===== src/rtl/unary_add_1_6_pkg.sv =====
// Shared constants for the serial unary adder/accumulator.
// Counter width default and read/write mode encoding.
package unary_add_1_6_pkg;

  localparam int WIDTH = 6;

  localparam logic MODE_WRITE = 1'b0;
  localparam logic MODE_READ  = 1'b1;

endpackage


===== src/rtl/unary_add_1_6_if.sv =====
// Stream bus of the unary adder: A, B, en, read_or_write in;
// dout (unary stream) and C (sticky overflow) out.
interface unary_add_1_6_if;
  logic A;
  logic B;
  logic en;
  logic read_or_write;
  logic dout;
  logic C;

  modport master (
    output A, B, en, read_or_write,
    input  dout, C
  );

  modport slave (
    input  A, B, en, read_or_write,
    output dout, C
  );
endinterface


===== src/rtl/unary_add_1_6_sat_counter.sv =====
// Saturating counter: adds 0..2 with sticky carry, or decrements to 0.
// Ports: clk, rst_n, add_en, inc, dec_en -> count, c, nonzero.
module unary_sat_counter
  import unary_add_1_6_pkg::*;
#(
  parameter int W = WIDTH
) (
  input  logic         clk,
  input  logic         rst_n,
  input  logic         add_en,
  input  logic [1:0]   inc,
  input  logic         dec_en,
  output logic [W-1:0] count,
  output logic         c,
  output logic         nonzero
);

  localparam logic [W:0] MAX = {1'b0, {W{1'b1}}};

  logic [W:0] sum;

  assign sum     = {1'b0, count} + {{(W-1){1'b0}}, inc};
  assign nonzero = |count;

  always_ff @(posedge clk or negedge rst_n) begin
    if (!rst_n) begin
      count <= '0;
      c     <= 1'b0;
    end else if (add_en) begin
      if (sum > MAX) begin
        count <= {W{1'b1}};
        c     <= 1'b1;
      end else begin
        count <= sum[W-1:0];
      end
    end else if (dec_en && nonzero) begin
      count <= count - 1'b1;
    end
  end

endmodule


===== src/rtl/unary_add_1_6.sv =====
// Serial unary adder/accumulator top: mode decode and dout register.
// Ports: clk, rst_n, bus (slave: A, B, en, read_or_write, dout, C).
module unary_add_1_6
  import unary_add_1_6_pkg::*;
#(
  parameter int W = WIDTH
) (
  input  logic            clk,
  input  logic            rst_n,
  unary_add_1_6_if.slave  bus
);

  logic         add_en;
  logic         dec_en;
  logic [1:0]   inc;
  logic [W-1:0] count;
  logic         c;
  logic         nonzero;

  assign inc = {1'b0, bus.A} + {1'b0, bus.B};

  always_comb begin
    add_en = 1'b0;
    dec_en = 1'b0;
    unique case (1'b1)
      !bus.en: ;
      bus.en && (bus.read_or_write == MODE_READ):
        dec_en = 1'b1;
      bus.en && (bus.read_or_write == MODE_WRITE):
        add_en = 1'b1;
      default: ;
    endcase
  end

  unary_sat_counter #(.W(W)) u_cnt (
    .clk     (clk),
    .rst_n   (rst_n),
    .add_en  (add_en),
    .inc     (inc),
    .dec_en  (dec_en),
    .count   (count),
    .c       (c),
    .nonzero (nonzero)
  );

  assign bus.C = c;

  // dout mirrors the decrement: one 1 per unit drained.
  always_ff @(posedge clk or negedge rst_n) begin
    if (!rst_n) begin
      bus.dout <= 1'b0;
    end else begin
      bus.dout <= dec_en && nonzero;
    end
  end

endmodule


===== src/flat_wrapper.sv =====
// flat-port wrapper written by rule: the top's interface ports become plain ports
module unary_add_1_6_flat import unary_add_1_6_pkg::*;
#(
  parameter int W = WIDTH
)
  (clk, rst_n, bus_A, bus_B, bus_en, bus_read_or_write, bus_dout, bus_C);
  unary_add_1_6_if bus_i ();
  input  logic clk;
  input  logic rst_n;
  input wire logic [$bits(bus_i.A)-1:0] bus_A;
  input wire logic [$bits(bus_i.B)-1:0] bus_B;
  input wire logic [$bits(bus_i.en)-1:0] bus_en;
  input wire logic [$bits(bus_i.read_or_write)-1:0] bus_read_or_write;
  output wire logic [$bits(bus_i.dout)-1:0] bus_dout;
  output wire logic [$bits(bus_i.C)-1:0] bus_C;
  assign bus_i.A = bus_A;
  assign bus_i.B = bus_B;
  assign bus_i.en = bus_en;
  assign bus_i.read_or_write = bus_read_or_write;
  assign bus_dout = bus_i.dout;
  assign bus_C = bus_i.C;
  unary_add_1_6 #(.W(W)) u_core (.clk(clk), .rst_n(rst_n), .bus(bus_i));
endmodule

===== config.mk =====
export PLATFORM = sky130hd
export DESIGN_NAME = unary_add_1_6_flat
export DESIGN_NICKNAME = d
export VERILOG_FILES = /design/src/rtl/unary_add_1_6_pkg.sv /design/src/rtl/unary_add_1_6_if.sv /design/src/rtl/unary_add_1_6_sat_counter.sv /design/src/rtl/unary_add_1_6.sv /design/src/flat_wrapper.sv
export SDC_FILE = /design/constraint.sdc
export NUM_CORES = 1
export LEC_CHECK = 0
export CAP_MARGIN = 25
export CORE_AREA = 2 2 39 41
export CTS_CLUSTER_DIAMETER = 150
export DETAILED_ROUTE_END_ITERATION = 10
export DIE_AREA = 0 0 41 43
export PLACE_DENSITY = 0.69
export SYNTH_ARGS = -nofsm -noshare
export SYNTH_HDL_FRONTEND = slang
export SYNTH_SLANG_ARGS = --single-unit

===== constraint.sdc =====
create_clock -name clk -period 2.97 [get_ports clk]
set_input_delay 0.594 -clock clk [delete_from_list [all_inputs] [get_ports clk]]
set_output_delay 0.594 -clock clk [all_outputs]
set_load 0.03 [all_outputs]

==> metrics.txt, run 1 <==
Initial Util=between 40 and 50%; Setup CP Type=input port to flop; Slew Viols, Final=0; nets=85; worst path arrival time=around 2300 ps; final worst path period need=~2200 ps; Worst Hold Class=flop to flop; Finished Layout Cells=89; Post-DP HPWL=886 um; f_max=roughly 460 MHz; status=complete, no violations; CTS tree=yes; Net Count, Synth=76; First DRT Iteration DRCs=11; most common cell after layout, fill and taps aside=dfrtp_1; WL/cell=~13 um; post-DR vias/cell=5.66; Top-Level Pins=8; Worst Hold Launch=u_core.u_cnt.c$_DFFE_PN0P_; CP max FO=5; flops & latches, synth=8; post-synthesis cell area=around 620 um2; Critical Path Start=bus_B; Clock Latency Late Sink=260 ps; Die ar.=about 1800 um2; first-pass GRT wire length=a little over 2000 um; Startpoint Class=input port; core area=about 1400 um2; clock sink count=8; Post-CTS Repair Setup Buffers=0; relative slew slack=66.5%; Die Y=~43 um; worst IR drop on VDD=0.479 mV; Final TNS setup=0 ps; Layout area overhead=14.4%; fin crit share=73.1%; vias in the first global route=a little under 500; Worst Reg-to-Reg Cells=4; initial antenna violation count=0; total CTS buffers=3; global route total overflow=0; clock skew=about 7 ps; diodes inserted=0; first-pass detailed-route iteration total=5; register area share after synthesis=between 30% and 40%; Clk pin slew, worst setup/hold paths=50 ps; clk buf depth=2; die width=41 um; Hold Crit Depth=1; placed cells=86; Lkg Pwr=0.000297 uW; I/O Buffers=7; RR Startpoint=u_core.u_cnt.count[0]$_DFFE_PN0P_; H-tree Lvls=1; Synth cell types=32; final WL=1200 um; Worst-Margin Slew=about 500 ps; layout cell share with drive strength beyond 1=about 12%; Fin Hold WS=approximately 470 ps; RSZ-0062 raised after global routing=no; via count=504; CTS Hold Buffers Added=0; Avg Cell Area, Syn=slightly above 9 um2; routability cong.=0.764; FP Rows=14; Critical Path End Type=flop; most frequent cells in the layout=dfrtp_1 (8), clkdlybuf4s50_1 (7), nand2_1 (6); Hold Vio Cnt, Final=0; largest net degree at the start of global routing=11; Power Density=792 nW/um2; DRC errors left=0; Antenna Nets Post-Route=0; Syn Inst Count=66; clock root cell=clkbuf_4; max cap viols=0; post-layout util=50.9%; final setup vio count=0; CP required=slightly above 3000 ps; YS warnings=0; final total power=558 uW; CTS resizes=0; total track usage=between 10% and 20%
[sequential cells by signal, indices dropped and copies added (netlist names)]
signal	cells
u_core.u_cnt.count	6
u_core.u_cnt.c	1
u_core.bus.dout	1
[cells in the mapped netlist]
| library cell | n | area share (%) |
|---|---|---|
| a21oi_1 | 3 | 2.4 |
| a2bb2oi_1 | 1 | 1.4 |
| mux2i_1 | 2 | 3.3 |
| o31a_1 | 1 | 1.4 |
| o22ai_1 | 2 | 2.0 |
| and2b_2 | 1 | 1.4 |
| o21bai_1 | 2 | 2.4 |
| nand3_1 | 4 | 3.3 |
| buf_6 | 1 | 1.8 |
| fa_1 | 1 | 3.3 |
| o21ai_0 | 4 | 3.3 |
| o21ai_2 | 2 | 2.8 |
| a211o_1 | 1 | 1.4 |
| nand2_1 | 6 | 3.7 |
| nor3_2 | 1 | 1.6 |
| buf_4 | 1 | 1.2 |
| nand2b_2 | 1 | 1.4 |
| nor2_1 | 2 | 1.2 |
| nand3b_1 | 2 | 2.4 |
| nor3_1 | 1 | 0.81 |
| buf_2 | 1 | 0.81 |
| and2_1 | 1 | 1.0 |
| o41ai_4 | 1 | 4.5 |
| inv_1 | 5 | 3.0 |
| o41ai_1 | 1 | 1.4 |
| ha_1 | 3 | 6.1 |
| xnor2_1 | 1 | 1.4 |
| nand4_1 | 3 | 3.0 |
| nor2b_1 | 1 | 1.0 |
| o32ai_1 | 1 | 1.4 |
| dfrtp_1 | 8 | 33 |
| and3_1 | 1 | 1.0 |
[cell families (layout without fill, tap and decap cells)]
group,Yosys count,count (layout),share of synthesized area [%]
AO/OA/AOI/OAI,19,19,24.6
XOR/XNOR,1,1,1.42
adder cells (fa/ha/maj),4,4,9.35
buffers and inverters,8,15,6.91
flip-flops,8,8,32.5
multiplexers,2,2,3.25
AND/OR/NAND/NOR,24,24,22.0
[metal layers]
layer	global-route usage, %	wire length, um
met5	0	0
met2	25.0	558
met3	7.85	56
met4	6.00	12
met1	23.5	571
[final cells by class]
type | count | area [um2]
Clock buffer | 3 | 22.5
Tap cell | 16 | 20.0
Inverter | 5 | 18.8
Fill cell | 124 | 679
Sequential cell | 8 | 200
Multi-Input combinational cell | 50 | 373
Timing Repair Buffer | 7 | 70.1
[report_power, final]
part           switching (uW)  total, uW  leakage [uW]  internal (uW)
sequential               87.6        240     0.0000969            152
clock                    39.9       86.3     0.0000138           46.4
combinational             120        232      0.000187            112
[worst max-delay path: stages]
cell and delay, ps:
clkdlybuf4s50_1 430, fa_1 470, ha_1 260, o41ai_1 390, o32ai_1 140
[final timing paths]
check	slack [ps]	endpoint
setup / recovery	800	u_core.u_cnt.count[5]$_DFFE_PN0P_
hold / removal	470	u_core.u_cnt.c$_DFFE_PN0P_
setup reg to reg	1150	u_core.u_cnt.count[5]$_DFFE_PN0P_
hold reg to reg	470	u_core.u_cnt.c$_DFFE_PN0P_
max in group asynchronous	2080	u_core.u_cnt.count[1]$_DFFE_PN0P_
min in group asynchronous	610	u_core.u_cnt.count[0]$_DFFE_PN0P_
[per-stage QoR]
step | instance area [um2] | setup WS [ps]
floorplan | 616 | 1100
global placement | 682 | 592
detailed placement | 682 | 533
CTS | 704 | 810
global route | 704 | 710
finish | 704 | 798
Power figures use the tool's default switching activity.
==> run 2, diff against run 1 <==
- clock period: 2.97 -> 2.25 ns (I/O delays scaled with it)
==> run 2 against run 1 <==
Against the previous run:
- wire length is 6.5% higher
- final area is 2.1% higher
- sequential share of layout area is 0.59 points lower
- first-iteration DRC count is 9.1% lower
- hold slack better by 6.4 ps
- via count is 8.1% higher
- highest routed layer unchanged
==> metrics.txt, run 2 (synthesized netlist as in run 1, its figures left out) <==
status=complete, no violations; fin crit share=about 86%; Worst Hold Class=input port to async pin; Fin Hold WS=481 ps (+6.42 ps); Post-DP HPWL=949 um (+7.1%); routability cong.=0.846 (+11%); Die Y=43 um (unchanged); diodes inserted=0 (unchanged); post-DR vias/cell=5.99 (+5.8%); busiest metal layer after global routing=met1; Hold Vio Cnt, Final=0 (unchanged); Lkg Pwr=0.000307 uW (+3.3%); DRC errors left=0 (unchanged); final setup vio count=0 (unchanged); cells along the critical path=clkdlybuf4s50_1, fa_1, ha_1, o41ai_1, o32ai_1; Die ar.=1760 um2 (unchanged); Non-Filler Cell Area, Final=719 um2 (+2.1%); Slew Viols, Final=0 (unchanged); relative slew slack=65.0% (-1.5 points); FP Rows=14 (unchanged); total track usage=20.4% (+2.7 points); Worst R2R Setup Slack=530 ps (-620 ps); final WL=1280 um (+6.5%); Critical Path Start=bus_B; Layout area overhead=16.9%; clock sink count=8 (unchanged); via count=545 (+8.1%); Post-CTS Repair Setup Buffers=0 (unchanged); final total power=755 uW (+35%); WL/cell=14.0 um (+4.2%); M2 GR Usage=26.6% (+1.6 points); max cap viols=0 (unchanged); total CTS buffers=3 (unchanged); max reg flops=6 (unchanged); Fillers=134 (+8.1%); first-pass GRT wire length=2350 um (+13%); global route total overflow=0 (unchanged); core area=1380 um2 (unchanged); nets=87 (+2.4%); CTS tree=yes; Top-Level Pins=8 (unchanged); I/O Buffers=7 (unchanged); Clock Latency Late Sink=260 ps (about the same); layout cell share with drive strength beyond 1=14.7% (+2.3 points); slowest stage cell, crit path=fa_1; RSZ-0062 raised after global routing=no; die width=41 um (unchanged); largest net degree at the start of global routing=11 (unchanged); worst IR drop on VDD=0.476 mV (-0.56%); first-pass detailed-route iteration total=4 (-1); Cell Area, Placed=697 um2 (+2.2%); met1 GRT Util=27.5% (+3.9 points); clk buf depth=2 (unchanged); Critical Path End Type=flop; CTS Hold Buffers Added=0 (unchanged); most frequent cells in the layout=dfrtp_1 (8), clkdlybuf4s50_1 (7), nand2_1 (6); First DRT Iteration DRCs=10 (-1); Largest regs=u_core.u_cnt.count x6, u_core.bus.dout x1, u_core.u_cnt.c x1; CP max FO=3 (-2); Clk pin slew, worst setup/hold paths=60 ps (about the same); H-tree Lvls=1 (unchanged); Final TNS setup=0 ps (unchanged); clock skew=1.08 ps (-5.72 ps); Biggest register=u_core.u_cnt.count; CP required=2380 ps (-710 ps); CP peak stage delay=450 ps (-20 ps); most common cell after layout, fill and taps aside=dfrtp_1; Setup CP Type=input port to flop; Startpoint Class=input port; vias in the first global route=515 (+6.4%); Worst R2R End=u_core.u_cnt.count[5]$_DFFE_PN0P_; Worst Reg-to-Reg Cells=4 (unchanged); final worst path period need=a little under 2000 ps; CTS resizes=0 (unchanged); Antenna Nets Post-Route=0 (unchanged); Worst Setup EP=u_core.u_cnt.count[5]$_DFFE_PN0P_; f_max=514 MHz; clock root cell=clkbuf_4; RR Startpoint=u_core.u_cnt.count[0]$_DFFE_PN0P_; worst path arrival time=2070 ps (-220 ps); Worst-Margin Slew=523 ps (+22.1 ps); Initial Util=44.5% (unchanged); Power Density=1050 nW/um2 (+32%); initial antenna violation count=0 (unchanged); grt met3 use=7.85% (unchanged)
==> run 2: worst max-delay path: cells and delay by family <==
kind	cells	cell delay, ps
adder cells (fa/ha/maj)	2	670
AO/OA/AOI/OAI	2	520
buffers and inverters	1	430
==> run 2: worst min-delay path by stage <==
stage	from	cells past startpoint	slack [ps]	end
2_1_floorplan	rst_n	0	150	u_core.bus.dout$_DFF_PN0_
3_3_place_gp	u_core.u_cnt.c$_DFFE_PN0P_	1	460	u_core.u_cnt.c$_DFFE_PN0P_
3_5_place_dp	u_core.u_cnt.c$_DFFE_PN0P_	1	470	u_core.u_cnt.c$_DFFE_PN0P_
4_1_cts	rst_n	1	490	u_core.u_cnt.count[4]$_DFFE_PN0P_
5_1_grt	rst_n	1	500	u_core.u_cnt.count[0]$_DFFE_PN0P_
6_report	rst_n	1	480	u_core.bus.dout$_DFF_PN0_
==> run 2: area by class of cell <==
| cell class | instances | area, um2 | share of cell area [%] |
|---|---|---|---|
| inverters | 5 | 18.8 | 2.61 |
| clock buffers | 3 | 22.5 | 3.13 |
| well taps | 16 | 20.0 | 2.78 |
| multi-input cells | 50 | 373 | 51.8 |
| repair buffers | 9 | 85.1 | 11.8 |
| flip-flops and latches | 8 | 200 | 27.8 |
==> run 2: metrics by stage <==
stage          cells  utilization (%)  setup slack [ps]
2_1_floorplan     66                -               519
3_3_place_gp      88             50.4              65.9
3_5_place_dp      88             50.4              30.0
4_1_cts           91             52.0               316
5_1_grt           91             52.0               212
6_report          91             52.0               304
==> run 2: power by group <==
part | total (uW) | switching (uW) | internal [uW]
combinational | 323 | 164 | 160
clock | 116 | 54.5 | 61.4
sequential | 316 | 115 | 201
total | 755 | 333 | 422
==> run 2: routing by layer <==
metal | routed length [um] | vias up | part of all wire (%)
li1 | - | 262 | -
met1 | 599 | 268 | 47
met2 | 586 | 10 | 46
met3 | 51 | 5 | 4.0
met4 | 40 | 0 | 3.1
met5 | 0 | - | 0
==> run 3, diff against run 2 <==
- CAP_MARGIN: 25 -> 20
- CORE_AREA: 2 2 39 41 -> not set
- CORE_MARGIN: not set -> 1
- CORE_UTILIZATION: not set -> 45
- DIE_AREA: 0 0 41 43 -> not set
- PLACE_DENSITY: 0.69 -> 0.67
==> run 3 against run 2 <==
Against the previous run:
- first-iteration DRC count shrank 50%
- highest routed layer is now met3
- non-clock buffer count is the same
- clock skew shrank 0.84 ps
- clock power shrank 3%
- cell count shrank 2.2%
- utilization grew 8.5 points
- critical path depth grew 2
- critical path type unchanged
- maximum frequency grew 0.33%
- global-route usage grew 1.3 points
- combinational power is essentially flat
- wire length grew 2.7%
- critical endpoint is now u_core.u_cnt.count[3]$_DFFE_PN0P_
==> metrics.txt, run 3 (synthesized netlist as in run 1, its figures left out) <==
status=complete, no violations; max cap viols=0 (unchanged); FP Rows=12 (-2); CP required=2370 ps (about the same); CP max FO=2 (-1); slowest stage cell, crit path=fa_1; core area=1190 um2 (-14%); Antenna Nets Post-Route=0 (unchanged); initial antenna violation count=0 (unchanged); via count=526 (-3.5%); Clock Latency Late Sink=250 ps (about the same); post-place setup slack=42.3 ps (+12.3 ps); cells along the critical path=clkdlybuf4s50_1, fa_1, buf_4, nand3_1, mux2i_1, o22ai_1, o21bai_1; H-tree Lvls=1 (unchanged); max reg flops=6 (unchanged); Seq pwr share=42.4% (+0.5 points); Lkg Pwr=0.000307 uW (unchanged); CP peak stage delay=450 ps (about the same); final WL=1310 um (+2.7%); placed cells=86 (-2.3%); Biggest register=u_core.u_cnt.count; final total power=755 uW (about the same); Worst R2R End=u_core.u_cnt.count[3]$_DFFE_PN0P_; post-layout util=60.4% (+8.5 points); clock sink count=8 (unchanged); Slew Viols, Final=0 (unchanged); Pint=420 uW (-0.35%); Worst-Margin Slew=545 ps (+22.5 ps); Worst Hold Class=flop to flop; Clk pin slew, worst setup/hold paths=60 ps (about the same); I/O Buffers=7 (unchanged); Initial Util=51.9% (+7.4 points); largest net degree at the start of global routing=11 (unchanged); Worst Reg-to-Reg Cells=6 (+2); Layout area overhead=16.5%; most common cell after layout, fill and taps aside=dfrtp_1; most frequent cells in the layout=dfrtp_1 (8), clkdlybuf4s50_1 (7), nand2_1 (6); f_max=516 MHz (+0.33%); switching power=335 uW (+0.42%); CTS Hold Buffers Added=0 (unchanged); WHS Endpoint=u_core.u_cnt.c$_DFFE_PN0P_; Hold Vio Cnt, Final=0 (unchanged); CTS tree=yes; fin crit share=86.2% (-0.29 points); clk buf depth=2 (unchanged); vias in the first global route=507 (-1.6%); first-pass GRT wire length=2210 um (-5.6%); clock share of power=14.8% (-0.5 points); global route total overflow=0 (unchanged); Startpoint Class=input port; DRC errors left=0 (unchanged); RR Startpoint=u_core.u_cnt.count[0]$_DFFE_PN0P_; Post-CTS Repair Setup Buffers=0 (unchanged); Critical Path End Type=flop; relative slew slack=63.5% (-1.5 points); final setup vio count=0 (unchanged); worst path bufs/invs=2 (+1); post-DR vias/cell=5.91 (-1.3%); First DRT Iteration DRCs=5 (-5); WL/cell=14.7 um (+5.0%); Die Y=39.0 um (-9.3%); clock root cell=clkbuf_4; nets=87 (unchanged); Sw Share=44.3% (+0.19 points); diodes inserted=0 (unchanged); Power Density=1050 nW/um2 (+0.34%); first-pass detailed-route iteration total=4 (unchanged); Final TNS setup=0 ps (unchanged); layout cell share with drive strength beyond 1=14.7% (unchanged); CTS resizes=0 (unchanged); critical path depth in cells=7 (+2); top cell family by delay on the critical path=buffers and inverters; Die ar.=1520 um2 (-14%); Finished Layout Cells=89 (-2.2%); routability cong.=0.811 (-4.1%); Hold Crit Depth=1; final worst path period need=1940 ps (-6.44 ps); die width=39.0 um (-4.9%); Largest regs=u_core.u_cnt.count x6, u_core.bus.dout x1, u_core.u_cnt.c x1; Worst R2R Setup Slack=540 ps (about the same); worst path arrival time=2060 ps (about the same); Final WS setup=310 ps (+6.44 ps); Post-DP HPWL=965 um (+1.7%); worst IR drop on VDD=0.578 mV (+21%); RSZ-0062 raised after global routing=no; Setup CP Type=input port to flop; Comb power frac=42.8% (about the same); Top-Level Pins=8 (unchanged); total CTS buffers=3 (unchanged); Worst Hold Launch=u_core.u_cnt.c$_DFFE_PN0P_; total track usage=21.7% (+1.3 points); clock skew=0.238 ps (-0.837 ps)
## run 3: cell counts in the layout (fill, tap and decap cells not counted)
No cell type changed its count.
## run 3: worst max path at each step
stage,slack (ps),start,to
floorplan,520,bus_B,u_core.u_cnt.count[5]$_DFFE_PN0P_
global route,240,bus_B,u_core.u_cnt.count[3]$_DFFE_PN0P_
detailed placement,40,bus_B,u_core.u_cnt.count[5]$_DFFE_PN0P_
global placement,70,bus_B,u_core.u_cnt.count[5]$_DFFE_PN0P_
finish,310,bus_B,u_core.u_cnt.count[3]$_DFFE_PN0P_
CTS,300,bus_B,u_core.u_cnt.count[3]$_DFFE_PN0P_
## run 3: worst reg2reg max path, stage by stage, from the launching register on
cell	delay [ps]
dfrtp_1	440
fa_1	410
buf_4	150
nand3_1	110
mux2i_1	200
o22ai_1	100
o21bai_1	170
## run 3: routing by layer
metal  global-route usage [%]  routed length (um)  up-vias
li1                         -                   -      259
met1                     28.8                 645      259
met2                     33.8                 615        8
met3                     8.67                  51        0
met4                     2.59                   0        0
met5                        0                   0        -
## run 3: power groups by stage
| stage | Sequential, uW | Clock [uW] | Combinational [uW] |
|---|---|---|---|
| final | 320 | 112 | 323 |
| after floorplan | 271 | 0 | 286 |
| after CTS | 316 | 115 | 324 |
| after detailed placement | 319 | 0 | 322 |
| after global placement | 316 | 0 | 315 |
| after global routing | 331 | 126 | 365 |
## run 3: cell type report
| type | count | area, um2 |
|---|---|---|
| Fill cell | 118 | 469 |
| Timing Repair Buffer | 9 | 85.1 |
| Tap cell | 14 | 17.5 |
| Multi-Input combinational cell | 50 | 373 |
| Clock buffer | 3 | 22.5 |
| Inverter | 5 | 18.8 |
| Sequential cell | 8 | 200 |
## run 3: stage by stage
stage / hold slack, ps / area (um2)
floorplan: 154 / 616
global placement: 462 / 694
detailed placement: 464 / 694
CTS: 478 / 717
global route: 495 / 717
finish: 476 / 717
